`src/rtl/cdf_lut_builder.sv`:
```
// cdf_lut_builder: sweeps the 256 histogram bins, accumulates the CDF,
// computes one equalization LUT entry per bin with an 8-step restoring
// divider, stores it in a 256x8 LUT RAM, and then maps streamed pixels
// through that LUT with one cycle of latency.
//
// Handshake: the pixel stream is a plain valid qualifier. A pixel is taken
// on any rising edge where map_valid_in && lut_ready. The result appears
// with map_valid_out exactly one cycle later. There is no backpressure.
module cdf_lut_builder #(
    parameter int HIST_W = 32
) (
    input  logic              clk,
    input  logic              reset_n,
    input  logic              cdf_start,
    input  logic [HIST_W-1:0] total_pixels,
    input  logic [HIST_W-1:0] hist_data_in,
    output logic [7:0]        lut_k_addr,
    output logic              cdf_busy,
    output logic              cdf_done,
    output logic              lut_ready,
    input  logic              map_valid_in,
    input  logic [7:0]        map_pixel_in,
    output logic              map_valid_out,
    output logic [7:0]        map_pixel_out
);

    localparam int NUM_W = HIST_W + 8;

    // Every bin takes the same path: FETCH, READ, PREP, 8 x DIV, WRITE = 12 cycles.
    typedef enum logic [2:0] {
        S_IDLE  = 3'd0,
        S_FETCH = 3'd1,
        S_READ  = 3'd2,
        S_PREP  = 3'd3,
        S_DIV   = 3'd4,
        S_WRITE = 3'd5,
        S_DONE  = 3'd6
    } state_t;

    state_t            state_q, state_d;
    logic [7:0]        k_q, k_d;
    logic [HIST_W-1:0] t_q, t_d;
    logic [HIST_W-1:0] cdf_q, cdf_d;
    logic [HIST_W-1:0] cdf_min_q, cdf_min_d;
    logic [HIST_W-1:0] den_q, den_d;
    logic              found_q, found_d;
    logic [NUM_W-1:0]  rem_q, rem_d;
    logic [7:0]        quo_q, quo_d;
    logic [2:0]        div_cnt_q, div_cnt_d;
    logic              lut_ready_q, lut_ready_d;
    logic              map_valid_out_q;
    logic [7:0]        map_pixel_out_q;

    logic              lut_we;
    logic [7:0]        lut_wdata;
    logic [HIST_W-1:0] cdf_sum;
    logic [NUM_W-1:0]  numerator;
    logic [NUM_W-1:0]  div_sub;

    logic [7:0]        lut_mem [256];

    // Datapath helpers shared by the next-state logic.
    assign cdf_sum   = cdf_q + hist_data_in;
    assign numerator = NUM_W'(cdf_q - cdf_min_q) * NUM_W'(255) + NUM_W'(den_q >> 1);
    assign div_sub   = NUM_W'(den_q) << div_cnt_q;

    // Build FSM state and datapath registers; reset leaves the LUT RAM alone.
    always_ff @(posedge clk or negedge reset_n) begin
        if (!reset_n) begin
            state_q     <= S_IDLE;
            k_q         <= 8'd0;
            t_q         <= '0;
            cdf_q       <= '0;
            cdf_min_q   <= '0;
            den_q       <= '0;
            found_q     <= 1'b0;
            rem_q       <= '0;
            quo_q       <= 8'd0;
            div_cnt_q   <= 3'd0;
            lut_ready_q <= 1'b0;
        end else begin
            state_q     <= state_d;
            k_q         <= k_d;
            t_q         <= t_d;
            cdf_q       <= cdf_d;
            cdf_min_q   <= cdf_min_d;
            den_q       <= den_d;
            found_q     <= found_d;
            rem_q       <= rem_d;
            quo_q       <= quo_d;
            div_cnt_q   <= div_cnt_d;
            lut_ready_q <= lut_ready_d;
        end
    end

    // Next-state logic for the per-bin sweep and the restoring divider.
    always_comb begin
        state_d     = state_q;
        k_d         = k_q;
        t_d         = t_q;
        cdf_d       = cdf_q;
        cdf_min_d   = cdf_min_q;
        den_d       = den_q;
        found_d     = found_q;
        rem_d       = rem_q;
        quo_d       = quo_q;
        div_cnt_d   = div_cnt_q;
        lut_ready_d = lut_ready_q;
        lut_we      = 1'b0;
        lut_wdata   = quo_q;

        case (state_q)
            S_IDLE: begin
                if (cdf_start) begin
                    state_d     = S_FETCH;
                    t_d         = total_pixels;
                    k_d         = 8'd0;
                    cdf_d       = '0;
                    cdf_min_d   = '0;
                    den_d       = '0;
                    found_d     = 1'b0;
                    lut_ready_d = 1'b0;
                end
            end
            S_FETCH: begin
                state_d = S_READ;
            end
            S_READ: begin
                cdf_d = cdf_sum;
                if (!found_q && (hist_data_in != '0)) begin
                    found_d   = 1'b1;
                    cdf_min_d = cdf_sum;
                    den_d     = t_q - cdf_sum;
                end
                state_d = S_PREP;
            end
            S_PREP: begin
                // Quotient is below 256, so the divisor only needs shifts 7..0.
                rem_d     = numerator;
                quo_d     = 8'd0;
                div_cnt_d = 3'd7;
                state_d   = S_DIV;
            end
            S_DIV: begin
                if (rem_q >= div_sub) begin
                    rem_d = rem_q - div_sub;
                    quo_d = {quo_q[6:0], 1'b1};
                end else begin
                    quo_d = {quo_q[6:0], 1'b0};
                end
                div_cnt_d = div_cnt_q - 3'd1;
                if (div_cnt_q == 3'd0) begin
                    state_d = S_WRITE;
                end
            end
            S_WRITE: begin
                lut_we = 1'b1;
                if (!found_q) begin
                    lut_wdata = 8'd0;
                end else if (den_q == '0) begin
                    lut_wdata = 8'd255;
                end else begin
                    lut_wdata = quo_q;
                end
                k_d = k_q + 8'd1;
                if (k_q == 8'd255) begin
                    state_d     = S_DONE;
                    lut_ready_d = 1'b1;
                end else begin
                    state_d = S_FETCH;
                end
            end
            S_DONE: begin
                state_d = S_IDLE;
            end
            default: begin
                state_d = S_IDLE;
            end
        endcase
    end

    // LUT RAM write port, used only by the build sweep.
    always_ff @(posedge clk) begin
        if (lut_we) begin
            lut_mem[k_q] <= lut_wdata;
        end
    end

    // LUT RAM read port: one-cycle pixel mapping, gated by lut_ready.
    always_ff @(posedge clk or negedge reset_n) begin
        if (!reset_n) begin
            map_valid_out_q <= 1'b0;
            map_pixel_out_q <= 8'd0;
        end else if (map_valid_in && lut_ready_q) begin
            map_valid_out_q <= 1'b1;
            map_pixel_out_q <= lut_mem[map_pixel_in];
        end else begin
            map_valid_out_q <= 1'b0;
        end
    end

    assign lut_k_addr    = k_q;
    assign cdf_busy      = (state_q != S_IDLE);
    assign cdf_done      = (state_q == S_DONE);
    assign lut_ready     = lut_ready_q;
    assign map_valid_out = map_valid_out_q;
    assign map_pixel_out = map_pixel_out_q;

endmodule

```
`config.mk`:
```
export PLATFORM = sky130hd
export DESIGN_NAME = cdf_lut_builder
export DESIGN_NICKNAME = d
export VERILOG_FILES = /design/src/rtl/cdf_lut_builder.sv
export SDC_FILE = /design/constraint.sdc
export NUM_CORES = 2
export LEC_CHECK = 0
export ABC_AREA = 0
export CORE_MARGIN = 3
export CORE_UTILIZATION = 40
export CTS_BUF_LIST = sky130_fd_sc_hd__clkbuf_8
export CTS_CLUSTER_SIZE = 12
export DETAILED_ROUTE_END_ITERATION = 6
export GPL_TIMING_DRIVEN = 0
export PLACE_DENSITY = 0.62
export RECOVER_POWER = 25
export SYNTH_ARGS = -nofsm -noshare
export SYNTH_HDL_FRONTEND = slang
export SYNTH_SLANG_ARGS = --single-unit
```
`constraint.sdc`:
```
create_clock -name clk -period 7.6 [get_ports clk]
set_input_delay 1.52 -clock clk [delete_from_list [all_inputs] [get_ports clk]]
set_output_delay 1.52 -clock clk [all_outputs]
set_load 0.01 [all_outputs]
```
==> results by group <==
Global routing
  • Via count of the first global-routing pass: approximately 60000
  • Initial antenna violation count: 17
  • GR Overflow Total: 0
  • First-pass GRT wire length: 401000 µm
  • Largest net degree at the start of global routing: 111
  • Total GRT Usage: 20.8%

Route
  • Drt pass-1 iters: 7
  • Final ANT Viol Nets: 0
  • DR vias/cell: about 5.7
  • Drc violations: 0
  • Post-Route WL: 276000 µm
  • DR iter-0 viols: between 5000 and 6000
  • Via count: 57500
  • Drt wl/cell: 27.2 µm

CTS
  • CTS Buf Count: about 380
  • TritonCTS clock tree: built
  • Root buf cell: clkbuf_8
  • Clock sink count: around 2200
  • Post-CTS Hold Fix Bufs: 0
  • CTS HTree Levels: 5
  • Max clock buf depth: 4
  • Clk pin slew, worst setup/hold paths: 0.06 ns
  • Clock latency at the later pin of the worst-skew pair: 1.12 ns

Synth
  • Syn_nets: ~6400
  • Yosys warnings: 0
  • Post-synth EDFFs: 2048
  • Synth top area share: about 60%
  • Post-synthesis sequential area ratio: 65.1%
  • Area leader, netlist: edfxtp_1
  • Asr flop ratio synth: ~8.9%
  • Top FF cell, synth: edfxtp_1
  • Syn avg cell area: between 15 and 20 µm²
  • Area of the mapped netlist: about 100000 µm²
  • Top cells by area, synth: edfxtp_1 (60%), mux4_2 (15%), dfrtp_1 (4.9%), fa_1 (3.3%), ha_1 (2.6%)
  • Syn Inst Count: 5935
  • #FFs+latches synth: roughly 2200
  • Cell variety after synth: 83

Worst setup path
  • Worst-path cell with the longest stage delay: fa_1
  • Crit path launch type: register
  • Crit end category: register
  • Critical Path Source: cdf_q[1]$_DFFE_PN0P_
  • CP peak stage delay: 0.51 ns
  • Worst path required time: 8.61 ns
  • Launching point of the worst reg2reg path: cdf_q[1]$_DFFE_PN0P_
  • CP arrival: 8.67 ns
  • Crit Path Max Fanout: 8
  • CP Class: register to register
  • CP dominant cell by count: fa_1

Timing
  • Max-slew headroom: -283%
  • RSZ-0062 raised after global routing: yes
  • # setup viols final: 4
  • Clock skew: 0.100 ns
  • Fin crit period: 7.67 ns
  • FMAX: 130 MHz
  • Fin. Hold Viols: 0
  • Final period utilization: 101%
  • Final setup margin: -0.0681 ns
  • Max Slew Vio Count: 760
  • Worst Max-Slew Pin Slew: 5.75 ns
  • WHS: approximately 0.48 ns

Placement
  • Port Buffers: 88
  • HPWL after DPL: between 150000 and 200000 µm
  • GPL Wtd Cong: 0.886

Floorplanning
  • FP Rows: 184
  • Die area: 262000 µm²
  • I/O pin total: 96
  • Starting Density: 40.4%
  • Die Y: 511 µm
  • Die width: 511 µm
  • Core ar.: around 250000 µm²

Final layout
  • Reg area: between 60000 and 70000 µm²
  • Share of cells above drive strength 1: between 20% and 30%
  • Layout Nets: 6992
  • Fill cells: 21600
  • Area grow syn2layout: 14.3%
  • Multi-input gate area: 34600 µm²

Hold path
  • Hold_sp: cdf_min_q[9]$_DFFE_PN0P_
  • Hold crit path type: register to register

Outcome
  • Failing checks: capacitance limit, slew limit, setup timing
  • Status: finished with violations

Job
  • Max-cap viol count: 14
[per-layer routing]
metal | global-route usage [%] | part of all wire [%]
met4 | 7.14 | 3.4
met2 | 33.1 | 47
met1 | 28.7 | 41
met5 | 0 | 0.019
met3 | 4.34 | 8.0
[synthesized netlist by cell type (all sizes together), types with 17 or more instances]
cell,instances
xor2,74
nor4,22
a21o,94
xnor2,106
nor2,388
mux4,702
ha,214
nand3,97
inv,325
and2,17
a21oi,177
o21ai,178
dfrtp,201
or3,21
o31ai,40
and3,25
nor3,41
buf,85
nand2,345
o21bai,26
clkbuf,191
o211ai,19
o21a,36
fa,168
nor2b,17
mux2i,40
edfxtp,2048
a31oi,28
nand4,18
nand2b,26
a211oi,21
[kinds of logic (layout without fill, tap and decap cells)]
| logic type | after synthesis | count (layout) | synth area share [%] |
|---|---|---|---|
| AO/OA/AOI/OAI | 716 | 716 | 4.52 |
| XOR/XNOR | 181 | 181 | 1.62 |
| adder cells (fa/ha/maj) | 388 | 388 | 5.97 |
| buffers and inverters | 602 | 1473 | 2.31 |
| flip-flops | 2249 | 2249 | 65.1 |
| multiplexers | 751 | 751 | 16.0 |
| other | 0 | 3 | 0 |
| AND/OR/NAND/NOR | 1048 | 1048 | 4.51 |
[final timing paths]
path / to / slack, ns / cells after the start
max in group asynchronous: quo_q[4]$_DFFE_PN0P_ / 0.93 / 2
min: cdf_min_q[9]$_DFFE_PN0P_ / 0.48 / 2
min in group asynchronous: t_q[5]$_DFFE_PN0P_ / 2.57 / 1
max: rem_q[39]$_DFFE_PN0P_ / -0.07 / 31
min reg2reg: cdf_min_q[9]$_DFFE_PN0P_ / 0.48 / 2
max reg2reg: rem_q[39]$_DFFE_PN0P_ / -0.07 / 31
[area by class of cell]
cell class	instances	share of cell area, %
Antenna cell	3	0.00643
Clock inverter	265	1.20
Multi-Input combinational cell	3084	29.6
Sequential cell	2249	57.0
Timing Repair Buffer	221	2.01
Inverter	326	1.05
Clock buffer	387	4.56
Tap cell	3348	3.59
Buffer	274	0.982
[state kept, by name, indices dropped and copies added, names as in the netlist]
name / count
state_q: 3
found_q: 1
lut_mem: 2048
lut_ready: 1
rem_q: 40
map_pixel_out: 8
quo_q: 8
cdf_q: 32
t_q: 32
map_valid_out: 1
cdf_min_q: 32
lut_k_addr: 8
div_cnt_q: 3
den_q: 32
[through the flow]
step                      instances  worst slack, ns  utilization [%]  setup TNS (ns)  instance area, µm²
after CTS                     10100           -0.154             45.9          -0.568              116000
after floorplan                5935           0.0175                -               0              102000
after detailed placement       9399            -1.25             42.8          -14.64              108000
final                         10200          -0.0681             46.2          -0.160              117000
after global placement         9371            -4.21             42.4        -7399.10              107000
after global routing          10200           -0.341             46.2          -19.06              117000
[critical path: cells and delay by family (launching register included)]
family | cells | cell delay (ns)
AO/OA/AOI/OAI | 12 | 2.94
buffers and inverters | 4 | 0.44
flip-flops | 1 | 0.43
AND/OR/NAND/NOR | 8 | 1.00
adder cells (fa/ha/maj) | 6 | 2.63
XOR/XNOR | 1 | 0.16
[placed cells by master, fill, tap and decap left out, drive strengths merged, types with 8 or more instances in the layout]
| master | Yosys | final |
|---|---|---|
| buf | 85 | 213 |
| a211oi | 21 | 21 |
| clkbuf | 191 | 582 |
| xnor2 | 106 | 106 |
| fa | 168 | 168 |
| a31oi | 28 | 28 |
| nor3 | 41 | 41 |
| o21bai | 26 | 26 |
| and3 | 25 | 25 |
| and2 | 17 | 17 |
| clkdlybuf4s50 | 0 | 68 |
| nor4 | 22 | 22 |
| or2 | 8 | 8 |
| dfrtp | 201 | 201 |
| a22o | 15 | 15 |
| a21boi | 11 | 11 |
| clkinv | 1 | 132 |
| o31ai | 40 | 40 |
| a21oi | 177 | 177 |
| nand2b | 26 | 26 |
| o21a | 36 | 36 |
| o21ai | 178 | 178 |
| mux2i | 40 | 40 |
| nor2 | 388 | 388 |
| mux4 | 702 | 702 |
| a21o | 94 | 94 |
| edfxtp | 2048 | 2048 |
| nand3 | 97 | 97 |
| or3 | 21 | 21 |
| mux2 | 9 | 9 |
| nand4 | 18 | 18 |
| xor2 | 74 | 74 |
| bufinv | 0 | 12 |
| inv | 325 | 441 |
| nand2 | 345 | 345 |
| o211ai | 19 | 19 |
| nor2b | 17 | 17 |
| ha | 214 | 214 |
| dlygate4sd3 | 0 | 19 |
[timing repair]
| item | CTS | global route |
|---|---|---|
| endpoints found under the hold margin | 0 | 0 |
| pin swaps | 71 | 109 |
| gates resized for setup | 123 | 114 |
| setup buffers | 61 | 45 |
| endpoints found under the setup margin | 21 | 18 |
Power is not shown: default switching activity piles up to over one toggle a cycle in this logic, so the estimate is an artifact.
